<file path="src/rtl/left_shift_serializer_pkg.sv">
// ============================================================================
// Module  : left_shift_serializer_pkg
// Brief   : State encodings and counter width helper shared by the serializer.
// Rev     : 1.0  initial release
// ============================================================================
`default_nettype none

package left_shift_serializer_pkg;

   typedef enum logic [1:0] {
      ST_IDLE   = 2'd0,
      ST_SHIFT  = 2'd1,
      ST_PARITY = 2'd2
   } state_t;

   function automatic int cnt_w(input int depth);
      return $clog2(depth + 1);
   endfunction

endpackage

`default_nettype wire

</file>
<file path="src/rtl/left_shift_serializer_counter.sv">
// ============================================================================
// Module  : shift_bit_counter
// Brief   : Bit counter with clear, gated increment and last-bit flag.
// Rev     : 1.0  initial release
// ============================================================================
`default_nettype none

module shift_bit_counter
   import left_shift_serializer_pkg::*;
#(
   parameter int MAX = 8
)(
   input  logic clk,
   input  logic rst,
   input  logic i_clear,
   input  logic i_inc,
   output logic o_last
);

   localparam int                   c_cnt_w = cnt_w(MAX);
   localparam logic [c_cnt_w-1:0]   c_last  = c_cnt_w'(MAX - 1);
   localparam logic [c_cnt_w-1:0]   c_one   = c_cnt_w'(1);

   logic [c_cnt_w-1:0] r_cnt;

   always_ff @(posedge clk) begin
      if (rst || i_clear)
         r_cnt <= '0;
      else if (i_inc)
         r_cnt <= r_cnt + c_one;
   end

   assign o_last = (r_cnt == c_last);

endmodule

`default_nettype wire

</file>
<file path="src/rtl/left_shift_serializer.sv">
// ============================================================================
// Module  : left_shift_serializer
// Brief   : MSB-first parallel-in/serial-out transmitter with valid/ready load.
//           Optional trailing even-parity bit: LEFT_SHIFT_SERIALIZER_PARITY_EN.
// Rev     : 1.0  initial release
// ============================================================================
`default_nettype none

module left_shift_serializer
   import left_shift_serializer_pkg::*;
#(
   parameter int DEPTH = 8
)(
   input  logic             clk,
   input  logic             reset,
   input  logic             enable,
   input  logic             load_valid,
   input  logic [DEPTH-1:0] load_data,
   output logic             load_ready,
   output logic             out,
   output logic             out_valid,
   output logic             busy,
   output logic             done
);

   state_t           r_state;
   logic [DEPTH-1:0] r_shreg;
   logic             r_out_valid;
   logic             r_busy;
   logic             r_done;

   logic             w_cnt_last;
   logic             w_cnt_inc;
   logic             w_last_edge;
   logic             w_accept;

`ifdef LEFT_SHIFT_SERIALIZER_PARITY_EN
   logic             r_par;
   assign w_last_edge = (r_state == ST_PARITY) & enable;
`else
   assign w_last_edge = (r_state == ST_SHIFT) & enable & w_cnt_last;
`endif

   // Ready on the last-bit edge lets the next word follow with no idle bit.
   assign load_ready = (r_state == ST_IDLE) | w_last_edge;
   assign w_accept   = load_valid & load_ready;
   assign w_cnt_inc  = (r_state == ST_SHIFT) & enable & ~w_cnt_last;

   shift_bit_counter #(
      .MAX     (DEPTH)
   ) u_cnt (
      .clk     (clk),
      .rst     (reset),
      .i_clear (w_accept),
      .i_inc   (w_cnt_inc),
      .o_last  (w_cnt_last)
   );

   always_ff @(posedge clk) begin
      if (reset) begin
         r_state     <= ST_IDLE;
         r_shreg     <= '0;
         r_out_valid <= 1'b0;
         r_busy      <= 1'b0;
         r_done      <= 1'b0;
`ifdef LEFT_SHIFT_SERIALIZER_PARITY_EN
         r_par       <= 1'b0;
`endif
      end else begin
         r_done <= w_last_edge;
         if (w_accept) begin
            r_state     <= ST_SHIFT;
            r_shreg     <= load_data;
            r_out_valid <= 1'b1;
            r_busy      <= 1'b1;
`ifdef LEFT_SHIFT_SERIALIZER_PARITY_EN
            r_par       <= ^load_data;
`endif
         end else if (enable) begin
            case (r_state)
               ST_SHIFT: begin
                  if (w_cnt_last) begin
`ifdef LEFT_SHIFT_SERIALIZER_PARITY_EN
                     // Parity rides in the MSB so out needs no extra mux.
                     r_shreg <= {r_par, {(DEPTH-1){1'b0}}};
                     r_state <= ST_PARITY;
`else
                     r_shreg     <= '0;
                     r_state     <= ST_IDLE;
                     r_out_valid <= 1'b0;
                     r_busy      <= 1'b0;
`endif
                  end else begin
                     r_shreg <= r_shreg << 1;
                  end
               end
`ifdef LEFT_SHIFT_SERIALIZER_PARITY_EN
               ST_PARITY: begin
                  r_shreg     <= '0;
                  r_state     <= ST_IDLE;
                  r_out_valid <= 1'b0;
                  r_busy      <= 1'b0;
               end
`endif
               default: ;
            endcase
         end
      end
   end

   assign out       = r_shreg[DEPTH-1];
   assign out_valid = r_out_valid;
   assign busy      = r_busy;
   assign done      = r_done;

endmodule

`default_nettype wire
</file>
<file path="config.mk">
export PLATFORM = sky130hd
export DESIGN_NAME = left_shift_serializer
export DESIGN_NICKNAME = d
export VERILOG_FILES = /design/src/rtl/left_shift_serializer_pkg.sv /design/src/rtl/left_shift_serializer_counter.sv /design/src/rtl/left_shift_serializer.sv
export SDC_FILE = /design/constraint.sdc
export NUM_CORES = 1
export LEC_CHECK = 0
export ABC_AREA = 1
export BUFFER_PORTS_ARGS = -buffer_cell sky130_fd_sc_hd__buf_2
export CAP_MARGIN = 20
export CORE_MARGIN = 2
export CORE_UTILIZATION = 35
export DETAILED_ROUTE_END_ITERATION = 10
export PLACE_DENSITY = 0.54
export SYNTH_ARGS = -nofsm -noshare
export SYNTH_HDL_FRONTEND = slang
export SYNTH_SLANG_ARGS = --single-unit
</file>
<file path="constraint.sdc">
create_clock -name clk -period 1.2 [get_ports clk]
set_clock_uncertainty 0.05 [all_clocks]
set_input_delay 0.06 -clock clk [delete_from_list [all_inputs] [get_ports clk]]
set_output_delay 0.06 -clock clk [all_outputs]
set_load 0.01 [all_outputs]
</file>
Yosys cells after proc, flatten, opt, wreduce, memory -nomap -nowiden
Cells that the tools add are included.
W data, S select, Z words.
- register bits after elaboration: 15
- word-level logic and storage cells: 32
- multiplexer cells: 12
- add/subtract/negate cells: 1
- eq/ne operators: 1
- bitwise operators: 6
- reductions and logical operators: 7
- operators by type and width (cell ; number):
    $mux W8 ; 4
    $mux W1 ; 8
    $reduce_bool A2 Y1 ; 3
    $add A4 B1 Y4 const B ; 1
    $and A1 B1 Y1 ; 4
    $eq A4 B3 Y1 const B ; 1
    $reduce_and A3 Y1 ; 1
    $logic_not A2 Y1 ; 1
    $reduce_and A2 Y1 ; 1
    $logic_or A1 B1 Y1 ; 1
    $not A1 Y1 ; 1
    $or A1 B1 Y1 ; 1

Depth between registers and ports, before layout
Gate-level depths: netlist of run 1.
- depth in word-level cells: 6
- depth in mapped cells: 9
- gate-level depth less buffers: 9

Cells and area by module
A second synthesis of run 1 with hierarchy kept.
- cells, all modules: 102
- area, all modules: 753.2 um^2
- modules (own cells, without submodules) (module ; instances ; area each (um^2) ; cells an instance):
    left_shift_serializer ; 1 ; 575.6 ; 77
    shift_bit_counter ; 1 ; 177.7 ; 25

Worst setup path after synthesis of run 1
OpenSTA, ideal clock, no wires.
- kind: register -> register
- start point: reg u_cnt.r_cnt[0]
- end point: reg r_busy, in the netlist busy
- path slack: -37 ps
- data arrival time: 1078 ps
- required time: 1041 ps
- stages on the path, launching flop included: 10
- period minus slack after synthesis: 1237 ps
- setup time: 109 ps
- buffers on the path: 1
- path through: dfxtp_1 -> ha_1 -> nand2_1 -> nor2_1 -> nand2_1 -> nand2_2 -> buf_6 -> nand2_1 -> nand2_1 -> inv_1
- longest elaborated chain between the ends: 6
- elaborated cells between the ends (all ways): 9
- classes of those cells: eq/ne: 1; mux: 1; bitwise: 3; reduce/logical: 4
- ends and longest elaborated chain (item ; line ; text):
    start, declared ; left_shift_serializer_counter.sv:24 ; logic [c_cnt_w-1:0] r_cnt;
    start signal, assigned ; left_shift_serializer_counter.sv:30 ; r_cnt <= r_cnt + c_one;
    $eq A4 B3 Y1 * ; left_shift_serializer_counter.sv:33 ; assign o_last = (r_cnt == c_last);
    $and A1 B1 Y1 * ; left_shift_serializer.sv:41 ; assign w_last_edge = (r_state == ST_SHIFT) & enable & w_cnt_last;
    $or A1 B1 Y1 * ; left_shift_serializer.sv:45 ; assign load_ready = (r_state == ST_IDLE) | w_last_edge;
    named net load_ready ; left_shift_serializer.sv:19 ; output logic load_ready,
    $and A1 B1 Y1 * ; left_shift_serializer.sv:46 ; assign w_accept = load_valid & load_ready;
    $reduce_bool A2 Y1 (no line) ; -- ;
    $reduce_and A3 Y1 (no line) ; -- ;
    end signal, assigned ; left_shift_serializer.sv:64 ; r_busy <= 1'b0;
    end signal, assigned ; left_shift_serializer.sv:75 ; r_busy <= 1'b1;
    end signal, assigned ; left_shift_serializer.sv:91 ; r_busy <= 1'b0;
    end, declared ; left_shift_serializer.sv:29 ; logic r_busy;
Mark *: on every way through the listed nets, which the timed path passes. The rest lies on a longest branch.
A chain may end at the register's enable or synchronous reset.

Final worst setup path of run 1
- start point: reg u_cnt.r_cnt[1]
- end point: out load_ready
- longest elaborated chain between the ends: 3
- ends and longest elaborated chain (item ; line):
    $eq A4 B3 Y1 ; left_shift_serializer_counter.sv:33
    $and A1 B1 Y1 ; left_shift_serializer.sv:41
    $or A1 B1 Y1 ; left_shift_serializer.sv:45
    end, declared ; left_shift_serializer.sv:19
No other way between the ends.

==> summary.md, run 1 <==
The flow ran to the end, but the final reports show violations. The checks that failed: negative setup slack. In the layout the commonest cells are 15 x sky130_fd_sc_hd__buf_2, 15 x sky130_fd_sc_hd__buf_4, 14 x sky130_fd_sc_hd__nand3_1, 13 x sky130_fd_sc_hd__nand2_1, 12 x sky130_fd_sc_hd__dfxtp_1. At the pin with the least slew margin, the transition time is 0.299 ns. Relative to the synthesized area, the layout overhead comes to 61.6%.

The first global-routing pass estimated 3020 um of wire. The logs give 0.709 GHz for the highest achievable clock rate and 2 for the number of buffers on the longest clock path. The I/O pin count was 17. Before CTS, the worst setup slack after placement is -0.0780 ns. The path category of the worst min-delay check is input port to register. The number of detailed-routing iterations run before antenna repair came out at 4. The worst-case setup margin in the final layout is -0.210 ns. Setup repair after global routing could not meet its margin everywhere. Once the floorplan was initialized, standard cells occupied 36.4% of the core. The number of vias per cell after detailed routing was 4.58; the pin count of the biggest net entering global routing was 15. The run gives 80.1% as the max-slew headroom at the worst pin. The final critical path takes up 118% of the cycle. For this run the aggregate overflow at the end of global routing stands at 0.

Mean instance size in the synthesized netlist: 7.21 um^2. At the end of routability-driven placement, the weighted congestion stood at 0.719. The run gives 39.6% as the sequential share of the synthesized area.

The tree is rooted in a sky130_fd_sc_hd__clkbuf_4. The analysis attributes to cell leakage a power of 0.529 nW. Clock-pin slew was measured on the worst setup and hold paths at 0.09 ns. The netlist uses 17 different library cells. The worst setup path is captured at an output port. The via total after detailed routing was 765; the total DRC errors in the routed layout was 0.

The run gives 1 as the H-tree depth reported by CTS. Setup violations remaining at the end of the flow were counted as 14. For the worst-skew pair, the clock arrives at the later sink with an insertion delay of 0.28 ns. The logs give 145 for the total placed cells including tap cells and 1.09 ns for the data required time of the critical path.

The run gives 1140 um^2 as the final instance area. The fraction of layout cells with a size suffix above 1 works out to 44.3%. The worst register-to-register path begins at u_cnt.r_cnt[1]. The number of antenna repair diodes was 0; the synthesized instance count was 98. The tools report the synthesis warning total as 0. HPWL after detailed placement: 1130 um.

The count of nets left with antenna violations after detail routing is 0. The tools report the type of element launching the critical path as a register. In this run the worst setup path terminates at load_ready. The number of max-slew violations in the final report came out at 0. Across the run, the number of max-cap violations was 0. The number of standard cells in the final layout excluding fillers was 167; the post-detailed-route wirelength per cell was 11.3 um. The floorplan step set the die width to 48.9 um.

Along the worst path, the maximum fanout reaches 3. The number of input and output port buffers inserted was 16; the number of nets at the end of the flow was 154. The area inside the core boundary is 1940 um^2, and the synthesized area is 707 um^2. Launching element of the worst setup path: u_cnt.r_cnt[1]. The critical path is of the register to output port type. For the count of endpoints failing hold in the final timing report, the log shows 0. CTS saw 14 sinks.

The tools report the number of DRC violations after detailed-routing iteration 0 as 9. The total of flip-flops plus latches after synthesis came out at 14. The number of clock buffers inserted by TritonCTS was 3.

The accumulated negative setup slack was -2.41 ns; the number of antenna violations at the first check in global routing was 0. TritonCTS built the clock tree. The logs give 868 um^2 for the post-placement cell area and 2400 um^2 for the area of the die. The number of nets in the synthesized netlist is 111.

The total power per unit cell area is 987 nW/um^2, and the maximum vdd ir drop is 0.000642 V. The post-route minimum period is 1.41 ns. The tools report the terminus of the critical flop-to-flop path as busy. Global-route usage over all layers: 16.5%. Data arrives at the worst endpoint at 1.30 ns. The setup check on the worst reg-to-reg path leaves a slack of -0.19 ns. The length in cells of the worst reg-to-reg path is 11, and the number of global-route vias before repair is 674. The run gives 16 as the number of cell rows. The routed design has 1890 um of wire. The floorplan step set the die height to 48.9 um.

For the total power of the final layout, the log shows 1.13 mW.
-- routing by layer --
metal	part of all wire, %	track usage [%]	vias to the layer above	routed length, um
li1	-	-	407	-
met2	53	30.8	10	1010
met3	1.7	2.76	2	33
met5	0	0	-	0
met1	44	18.1	346	833
met4	0.90	7.14	0	17
-- synthesized netlist by cell type --
cell                       count  area [um^2]
sky130_fd_sc_hd__buf_6         1         11.3
sky130_fd_sc_hd__or2_0         1         6.26
sky130_fd_sc_hd__buf_4         2         15.0
sky130_fd_sc_hd__clkbuf_8      1         13.8
sky130_fd_sc_hd__nand3_2       1         10.0
sky130_fd_sc_hd__inv_1        12         45.0
sky130_fd_sc_hd__o21ai_0       8         40.0
sky130_fd_sc_hd__nor2_1        5         18.8
sky130_fd_sc_hd__nand2_1      17         63.8
sky130_fd_sc_hd__inv_2         1         3.75
sky130_fd_sc_hd__nand2_4       2         22.5
sky130_fd_sc_hd__a21oi_1      11         55.1
sky130_fd_sc_hd__o22ai_1       1         6.26
sky130_fd_sc_hd__ha_1          1         12.5
sky130_fd_sc_hd__nand3_1      18         90.1
sky130_fd_sc_hd__nand2_2       2         12.5
sky130_fd_sc_hd__dfxtp_1      14          280
-- logic make-up (layout without fill, tap and decap cells) --
kind of cell               after synthesis  after routing  share of synthesized area (%)
adders and majority gates                1              1                           1.77
AOI/OAI and AO/OA                       20             20                           14.3
DFF                                     14             14                           39.6
buffers and inverters                   17             59                           12.6
and+or+nand+nor                         46             46                           31.7
-- area by class of cell --
class / instances / area [um^2]
well taps: 27 / 33.8
inverters: 13 / 48.8
fillers: 180 / 800
multi-input cells: 67 / 417
flip-flops and latches: 14 / 283
clock buffers: 4 / 36.3
repair buffers: 42 / 324
-- power by group --
group          internal [mW]  switching [mW]  leakage, nW
clock network          0.184           0.163       0.0210
logic                  0.129           0.139        0.392
registers              0.495          0.0169        0.116
-- stage by stage --
| step | utilization, % | hold WS (ns) |
|---|---|---|
| floorplan | - | 0.0791 |
| global placement | 44.7 | 0.209 |
| detailed placement | 44.7 | 0.211 |
| CTS | 54.3 | 0.00459 |
| global route | 58.8 | 0.129 |
| finish | 58.8 | 0.129 |
-- worst max-delay path, cell delays in order (launching register included) --
cell and delay, ns:
sky130_fd_sc_hd__dfxtp_2 0.36, sky130_fd_sc_hd__ha_4 0.14, sky130_fd_sc_hd__nand2_2 0.05, sky130_fd_sc_hd__nor2_1 0.08
sky130_fd_sc_hd__nand2_1 0.08, sky130_fd_sc_hd__nand2_2 0.10, sky130_fd_sc_hd__buf_12 0.11, sky130_fd_sc_hd__buf_6 0.09
-- flip-flops by register name, summed over array words and instances (netlist names) --
signal / cells
done: 1
r_shreg: 8
busy: 1
u_cnt.r_cnt: 4
-- how the worst min path moves through the flow --
stage,start,endpoint,slack [ns],depth (start not counted)
5_1_grt,load_valid,r_shreg[6],0.13,3
6_report,enable,u_cnt.r_cnt[1],0.13,5
2_1_floorplan,reset,r_shreg[0],0.08,1
3_5_place_dp,reset,done,0.21,2
3_3_place_gp,reset,done,0.21,2
4_1_cts,load_data[1],r_shreg[1],0.005,3
-- timing repair --
| action | in CTS | in global routing |
|---|---|---|
| resized for setup | 6 | 16 |
| hold buffers | 8 | 1 |
| endpoints found under the setup margin | 14 | 15 |
| endpoints found under the hold margin | 8 | 1 |
| pin swaps | 5 | 8 |
| gates cloned | 0 | 0 |
| buffers inserted | 7 | 2 |
Power figures use the tool's default switching activity.
==> inputs of run 2 (changes only) <==
Settings changed: CAP_MARGIN 20 to 5, CELL_PAD_IN_SITES_DETAIL_PLACEMENT from default to 1, CELL_PAD_IN_SITES_GLOBAL_PLACEMENT from default to 2, CORE_UTILIZATION 35 to 25, PLACE_DENSITY 0.54 to 0.68.
==> summary.md, run 2 (synthesis gave the netlist of run 1 again) <==
In the routed design, unresolved DRC markers number 0. For the global-route usage over all layers, the log shows 15.2%. The die boundary height was 57.2 um. The root cell of the clock tree is sky130_fd_sc_hd__clkbuf_4. The die is 57.2 um wide. The critical path is of the register to output port type.

The number of detailed-routing iterations run before antenna repair was 4; the flip-flop count of the largest register, all copies and words added was 8. The total power per unit cell area was 1020 nW/um^2; the number of vias per cell after detailed routing was 4.75. The number of max-slew violations in the final report came out at 0. The number of clock buffers added by TritonCTS is 3. r_shreg holds more flip-flops than any other register. The number of antenna repair diodes is 0, and the slew at the pin closest to its max-slew limit is 0.305 ns. Part of the power in registers: 44.7%. The logs give 0 for the number of antenna violations at the first check in global routing and 31.5% for the share of power burned in the clock network. In the final layout, the registers with the most flip-flops are r_shreg x8, u_cnt.r_cnt x4.

Net switching is 29.1% of the power. The run gives 1460 um as the HPWL after detailed placement. Setup repair after global routing could not meet its margin everywhere. The type of element capturing the critical path was an output port. Net load switching power: 0.334 mW.

The die covers 3270 um^2. The run gives 848 as the number of global-route vias before repair. Clock tree synthesis found a total of 14 sinks.

At the worst endpoint, the arrival time is 1.32 ns. After detailed routing, the average wire length per cell comes to 13.0 um. Detailed routing inserted a total of 798 vias.

The wire length of the first global-routing pass was 3800 um; the H-tree depth reported by CTS was 1. The maximum vdd ir drop came out at 0.000542 V. In this run the deepest clock path goes through 2 buffers. Area inside the core boundary: 2710 um^2.

The count of endpoints failing hold in the final timing report came out at 0. Static timing analysis puts the maximum clock frequency at 0.699 GHz. The library cells used most frequently in the layout, excluding fill and tap cells, are 16 x sky130_fd_sc_hd__nand3_1, 15 x sky130_fd_sc_hd__buf_2, 12 x sky130_fd_sc_hd__nand2_1, 12 x sky130_fd_sc_hd__inv_1, 12 x sky130_fd_sc_hd__dfxtp_1.

The run gives 0 as the count of nets left with antenna violations after detail routing. Counting the fill cells in the layout gives 339. At the end of the flow the core is filled with cells to 41.6%.

The post-route minimum period is 1.43 ns. Of the available clock period, the critical path in the final layout requires 119%. The logs give 0 for the overflow left after global routing and 15 for the pin count of the biggest net entering global routing. The internal cell power was 0.812 mW; the leakage power figure was 0.513 nW. Summed over all failing endpoints, the final setup total negative slack is -2.53 ns. Setup violations remaining at the end of the flow were counted as 14. Buffers placed on the I/O ports in this run total 16. Of the total power, combinational logic draws 23.8%. The worst setup path is launched from a register.

The clock latency reported for the late side of the worst-skew pair was 0.28 ns; the number of cell rows was 19. The worst-case setup margin in the final layout is -0.231 ns, and the number of DRC violations after detailed-routing iteration 0 is 9. The checks that failed: negative setup slack. The logs give 0.881 for the weighted congestion reported at the end of routability-driven placement and 1.09 ns for the data required time of the critical path. After clock tree synthesis, the clock-pin slew on the worst setup and hold paths is 0.10 ns.

The fraction of layout cells with a size suffix above 1 came out at 43.1%. TritonCTS built the clock tree. From synthesis to final layout, the design area changed by 59.3%. The reported max-cap violation count came out at 0.

In this run the worst hold path is classified as input port to register. The run finished, with violations left. Overall power consumption after layout is estimated at 1.15 mW. The library cell used most frequently in the layout, excluding fill and tap cells, is sky130_fd_sc_hd__nand3_1. The highest net fanout along the worst path is 3, and the max-slew headroom at the worst pin is 79.6%. In the final design database the tool counted 151 nets.

The tools report the total detailed-routing wirelength as 2180 um. The initial utilization of the core area, before any placement, comes to 26.1%. For the I/O pin count, the log shows 17.
[run 2: final cells by class]
type / instances / area, um^2 / area share (%)
Tap cell: 31 / 38.8 / 3.44
Multi-Input combinational cell: 67 / 414 / 36.8
Timing Repair Buffer: 39 / 305 / 27.1
Sequential cell: 14 / 283 / 25.1
Inverter: 13 / 48.8 / 4.33
Clock buffer: 4 / 36.3 / 3.22
[run 2: worst max-delay path: stages, from the launching register on]
cell and delay, ns:
sky130_fd_sc_hd__dfxtp_2 0.37, sky130_fd_sc_hd__ha_4 0.14, sky130_fd_sc_hd__nand2_2 0.05, sky130_fd_sc_hd__nor2_1 0.09, sky130_fd_sc_hd__nand2_1 0.08, sky130_fd_sc_hd__nand2_2 0.10, sky130_fd_sc_hd__buf_12 0.11, sky130_fd_sc_hd__buf_6 0.09
[run 2: per-layer routing]
metal | vias up | share of wire, % | GRT usage [%] | routed length [um]
met2 | 8 | 53 | 27.4 | 1160
met5 | - | 0 | 0 | 0
met1 | 392 | 44 | 18.3 | 963
met3 | 2 | 2.1 | 2.04 | 46
met4 | 0 | 0.78 | 5.98 | 17
li1 | 396 | - | - | -
[run 2: final timing paths]
| check | from | to | slack [ns] | cells after the start |
|---|---|---|---|---|
| hold reg to reg | r_shreg[0] | r_shreg[0] | 0.47 | 2 |
| setup / recovery | u_cnt.r_cnt[1] | load_ready | -0.23 | 7 |
| hold / removal | load_valid | r_shreg[0] | 0.07 | 3 |
| setup reg to reg | u_cnt.r_cnt[1] | r_shreg[5] | -0.21 | 9 |
[run 2: power by group through the flow]
stage | combinational (mW) | clock [mW] | sequential (mW)
global placement | 0.197 | 0 | 0.522
finish | 0.273 | 0.360 | 0.512
detailed placement | 0.201 | 0 | 0.523
floorplan | 0.131 | 0 | 0.524
CTS | 0.253 | 0.371 | 0.513
global route | 0.305 | 0.396 | 0.517
[run 2: timing repair]
action | CTS | global route
hold buffers | 9 | 0
endpoints found under the setup margin | 14 | 15
setup buffers | 6 | 1
endpoints found under the hold margin | 9 | 0
pin swaps | 4 | 6
gates resized for setup | 11 | 12
cloned | 0 | 0
[run 2: metrics by stage]
stage               hold slack, ns  cells  instance area, um^2  setup WS [ns]
floorplan                   0.0791     98                  722        0.00203
global placement             0.218    151                  888         -0.101
detailed placement           0.219    151                  888         -0.119
CTS                         0.0367    170                 1090         -0.266
global route                0.0648    168                 1130         -0.315
finish                      0.0651    168                 1130         -0.231
==> inputs of run 3 (changes only) <==
Settings changed: PLACE_DENSITY 0.68 to 0.67, SYNTH_HIERARCHICAL from default to 1.
==> summary.md, run 3 <==
The run finished, with violations left. The checks that failed: design-rule violations, negative setup slack. The H-tree depth reported by CTS is 1. The tools report the area of the die as 3470 um^2.

Setup repair after global routing could not meet its margin everywhere. The most frequently used cell type in the post-synthesis netlist was sky130_fd_sc_hd__inv_1. Routability-driven placement finished with a final weighted congestion of 0.751. For the data required time of the critical path, the log shows 1.09 ns. The portion of synthesized area spent on multiplexers is 0%. The path category of the worst min-delay check was input port to register. For the number of nets at the end of the flow, the log shows 148. In this run the standard cell core region covers 2810 um^2. In this run the power density over the cells is 933 nW/um^2. Static timing analysis puts the maximum clock frequency at 0.723 GHz.

The run gives 362 as the count of filler cells inserted in the layout. STA classifies the critical path startpoint as a register. The I/O pin count is 17, and the number of enable flip-flop cells after synthesis is 0. Clock latency reported for the late side of the worst-skew pair: 0.28 ns. The most flop-heavy register was r_shreg. The tree is rooted in a sky130_fd_sc_hd__clkbuf_4. The largest registers in the layout are r_shreg x8, u_cnt/r_cnt x4.

For this run, the register share of the synthesized area comes to 37.2%. The post-route netlist has 41.4% of its cells at a drive strength greater than 1. Most common cell after layout, fill and taps aside: sky130_fd_sc_hd__inv_1. Startpoint of the most critical register-to-register path: u_cnt/r_cnt[1].

0 antenna diodes ended up in the layout. The total DRC errors in the routed layout came out at 1. By area the synthesized netlist is led by sky130_fd_sc_hd__dfxtp_1 37%, sky130_fd_sc_hd__nand3_1 10%, sky130_fd_sc_hd__inv_1 8.5%, sky130_fd_sc_hd__nand2_1 7.5%, sky130_fd_sc_hd__o211ai_1 7.0%. Input and output buffers added on the ports amount to 16.

Summed over its instances, the top area cell type makes up 37.2% of the synthesized netlist area. The max-slew headroom at the worst pin was 84.7%. The synthesized netlist occupies a cell area of 753 um^2. Averaged over all synthesized cells, the footprint is 7.38 um^2. The post-route minimum period is 1.38 ns, and the flip-flop count of the largest register, all copies and words added is 8.

The number of global-route vias before repair was 766; the number of detailed-routing iterations run before antenna repair was 7. Count of endpoints failing hold in the final timing report: 0. Of the total synthesized cell area, the portion taken by full adders, half adders and majority gates is 1.66%.

The slew at the pin closest to its max-slew limit came out at 0.229 ns. TritonCTS built the clock tree. The number of DRC violations after detailed-routing iteration 0 is 11, and the synthesized net count is 115.

The clock drives 14 sinks. The worst-case register-to-register setup slack was -0.18 ns; the maximum vdd ir drop was 0.000594 V. In the final timing run, aggregate negative setup slack is -2.02 ns.

The worst-case setup margin in the final layout was -0.184 ns. In the synthesized netlist the dominant register cell turns out to be sky130_fd_sc_hd__dfxtp_1. Wires add up to 1970 um. By area, the combinational part of the netlist is dominated by simple AND/OR/NAND/NOR gates. For this configuration, the core starts out at a cell density of 26.9%. After detailed routing, the number of vias per cell comes to 4.65. After legalization and detailed placement, the total HPWL measured 1440 um. Of all flip-flops after synthesis, the portion carrying an async set or reset was 0%. Row generation in the floorplan step produced 19 rows. For this run, the total global-route usage over all layers was measured as 13.1%. The first global-routing pass estimated 3420 um of wire. On the final layout, the worst hold slack is 0.0444 ns. In this run the worst path has a maximum fanout of 3. The post-synthesis compound-gate area fraction is 19.4%. Dominant cell type by area after synthesis: sky130_fd_sc_hd__dfxtp_1. The count of nets left with antenna violations after detail routing was 0. After clock tree synthesis, the clock-pin slew on the worst setup and hold paths is 0.08 ns.

Compared with the post-synthesis result, the final layout area differs by 47.2%. Entering global routing, the biggest net connects 14 pins. Setup violations remaining at the end of the flow were counted as 13. The post-detailed-route wirelength per cell is 12.0 um, and the number of buffers on the longest clock path is 2. In this run the static leakage power is 0.545 nW. The die is 58.9 um tall.

In the layout the commonest cells are 17 x sky130_fd_sc_hd__inv_1, 15 x sky130_fd_sc_hd__buf_2, 14 x sky130_fd_sc_hd__nand2_1, 11 x sky130_fd_sc_hd__nand3_1, 11 x sky130_fd_sc_hd__dfxtp_1. By count the netlist is led by 17 x sky130_fd_sc_hd__inv_1, 15 x sky130_fd_sc_hd__nand2_1, 15 x sky130_fd_sc_hd__nand3_1. For this block, the via count after detailed routing is 762.

The number of max-slew violations in the final report was 0; the number of antenna violations at the first check in global routing was 0. Clock tree synthesis inserted a total of 3 buffers. Of the total synthesized cell area, the portion taken by AND, OR, NAND and NOR gates is 27.4%. Data on the critical path arrives at its endpoint at 1.27 ns. Synthesis warning total: 6.

The launching element of the worst setup path is u_cnt/r_cnt[1]. Across the run, the number of max-cap violations was 0. The total of flip-flops plus latches after synthesis works out to 14.

The tools report the number of distinct library cells after synthesis as 19. Type of the worst setup path: register to output port. The cell count after synthesis came out at 102. The type of element capturing the critical path was an output port. Of the total synthesized cell area, the portion taken by XOR and XNOR cells is 0%. The die is 58.9 um wide. Dividing the final minimum period by the clock period gives 115%. The overflow left after global routing is 0.

The startpoint identified for the worst hold timing path is load_data[4].
## run 3: cell types whose count changed after synthesis, moves of 2 or more
cell	previous run	this run
sky130_fd_sc_hd__a21oi_2	0	2
sky130_fd_sc_hd__o21ai_1	0	2
sky130_fd_sc_hd__nand3_1	18	15
sky130_fd_sc_hd__nor2_1	5	9
sky130_fd_sc_hd__a21oi_1	11	3
sky130_fd_sc_hd__nand2_1	17	15
sky130_fd_sc_hd__inv_1	12	17
sky130_fd_sc_hd__o211ai_1	0	7
## run 3: area by class of cell
type                       count  area, um^2  share of cell area, %
multi-input combinational     66         438                   39.5
timing repair buffer          32         255                   23.0
inverter                      18        70.1                   6.32
tap                           31        38.8                   3.50
clock buffer                   3        22.5                   2.03
sequential                    14         284                   25.6
## run 3: power breakdown
group | internal [mW] | switching [mW] | leakage (nW)
Combinational | 0.126 | 0.132 | 0.415
Clock | 0.116 | 0.146 | 0.0138
Sequential | 0.496 | 0.0176 | 0.116
## run 3: worst max-delay path, stage by stage, from the launching register on
cell and delay (ns):
sky130_fd_sc_hd__dfxtp_2 0.36, sky130_fd_sc_hd__ha_4 0.15, sky130_fd_sc_hd__nand2_4 0.05, sky130_fd_sc_hd__nor2_4 0.12, sky130_fd_sc_hd__nand3_4 0.12, sky130_fd_sc_hd__nand2_8 0.09, sky130_fd_sc_hd__buf_6 0.10
## run 3: timing repair
action                                 4_1_cts  5_1_grt
hold buffers                                 2        0
setup endpoints to repair                   14       15
buffers inserted                             4        1
pin swaps                                    9        3
endpoints found under the hold margin        3        0
cloned                                       0        0
resized for setup                            4        6
## run 3: kinds of logic (layout without fill, tap and decap cells)
family          after synthesis  after routing
simple gates                 43             43
compound gates               22             22
buf+inv                      22             53
flops                        14             14
fa+ha+maj                     1              1
## run 3: final timing paths
check,endpoint,cells after the start
worst max-delay path,load_ready,6
worst min-delay path,r_shreg[4],5
worst max register to register,r_shreg[1],9
worst min register to register,r_shreg[2],4
## run 3: metrics by stage
| step | cells | cell area, um^2 | total power [mW] | worst slack, ns | util, % |
|---|---|---|---|---|---|
| finish | 164 | 1110 | 1.03 | -0.184 | 39.5 |
| global placement | 156 | 998 | 0.758 | -0.145 | 35.6 |
| floorplan | 102 | 810 | 0.672 | -0.123 | - |
| global route | 164 | 1110 | 1.11 | -0.296 | 39.5 |
| detailed placement | 156 | 998 | 0.762 | -0.176 | 35.6 |
| CTS | 165 | 1090 | 1.05 | -0.199 | 39.0 |
## run 3: layer usage
| metal | GRT usage, % | vias to the layer above | wire length [um] |
|---|---|---|---|
| met1 | 18.2 | 355 | 957 |
| li1 | - | 397 | - |
| met4 | 1.95 | 0 | 0 |
| met2 | 20.3 | 10 | 952 |
| met5 | 0 | - | 0 |
| met3 | 3.96 | 0 | 62 |
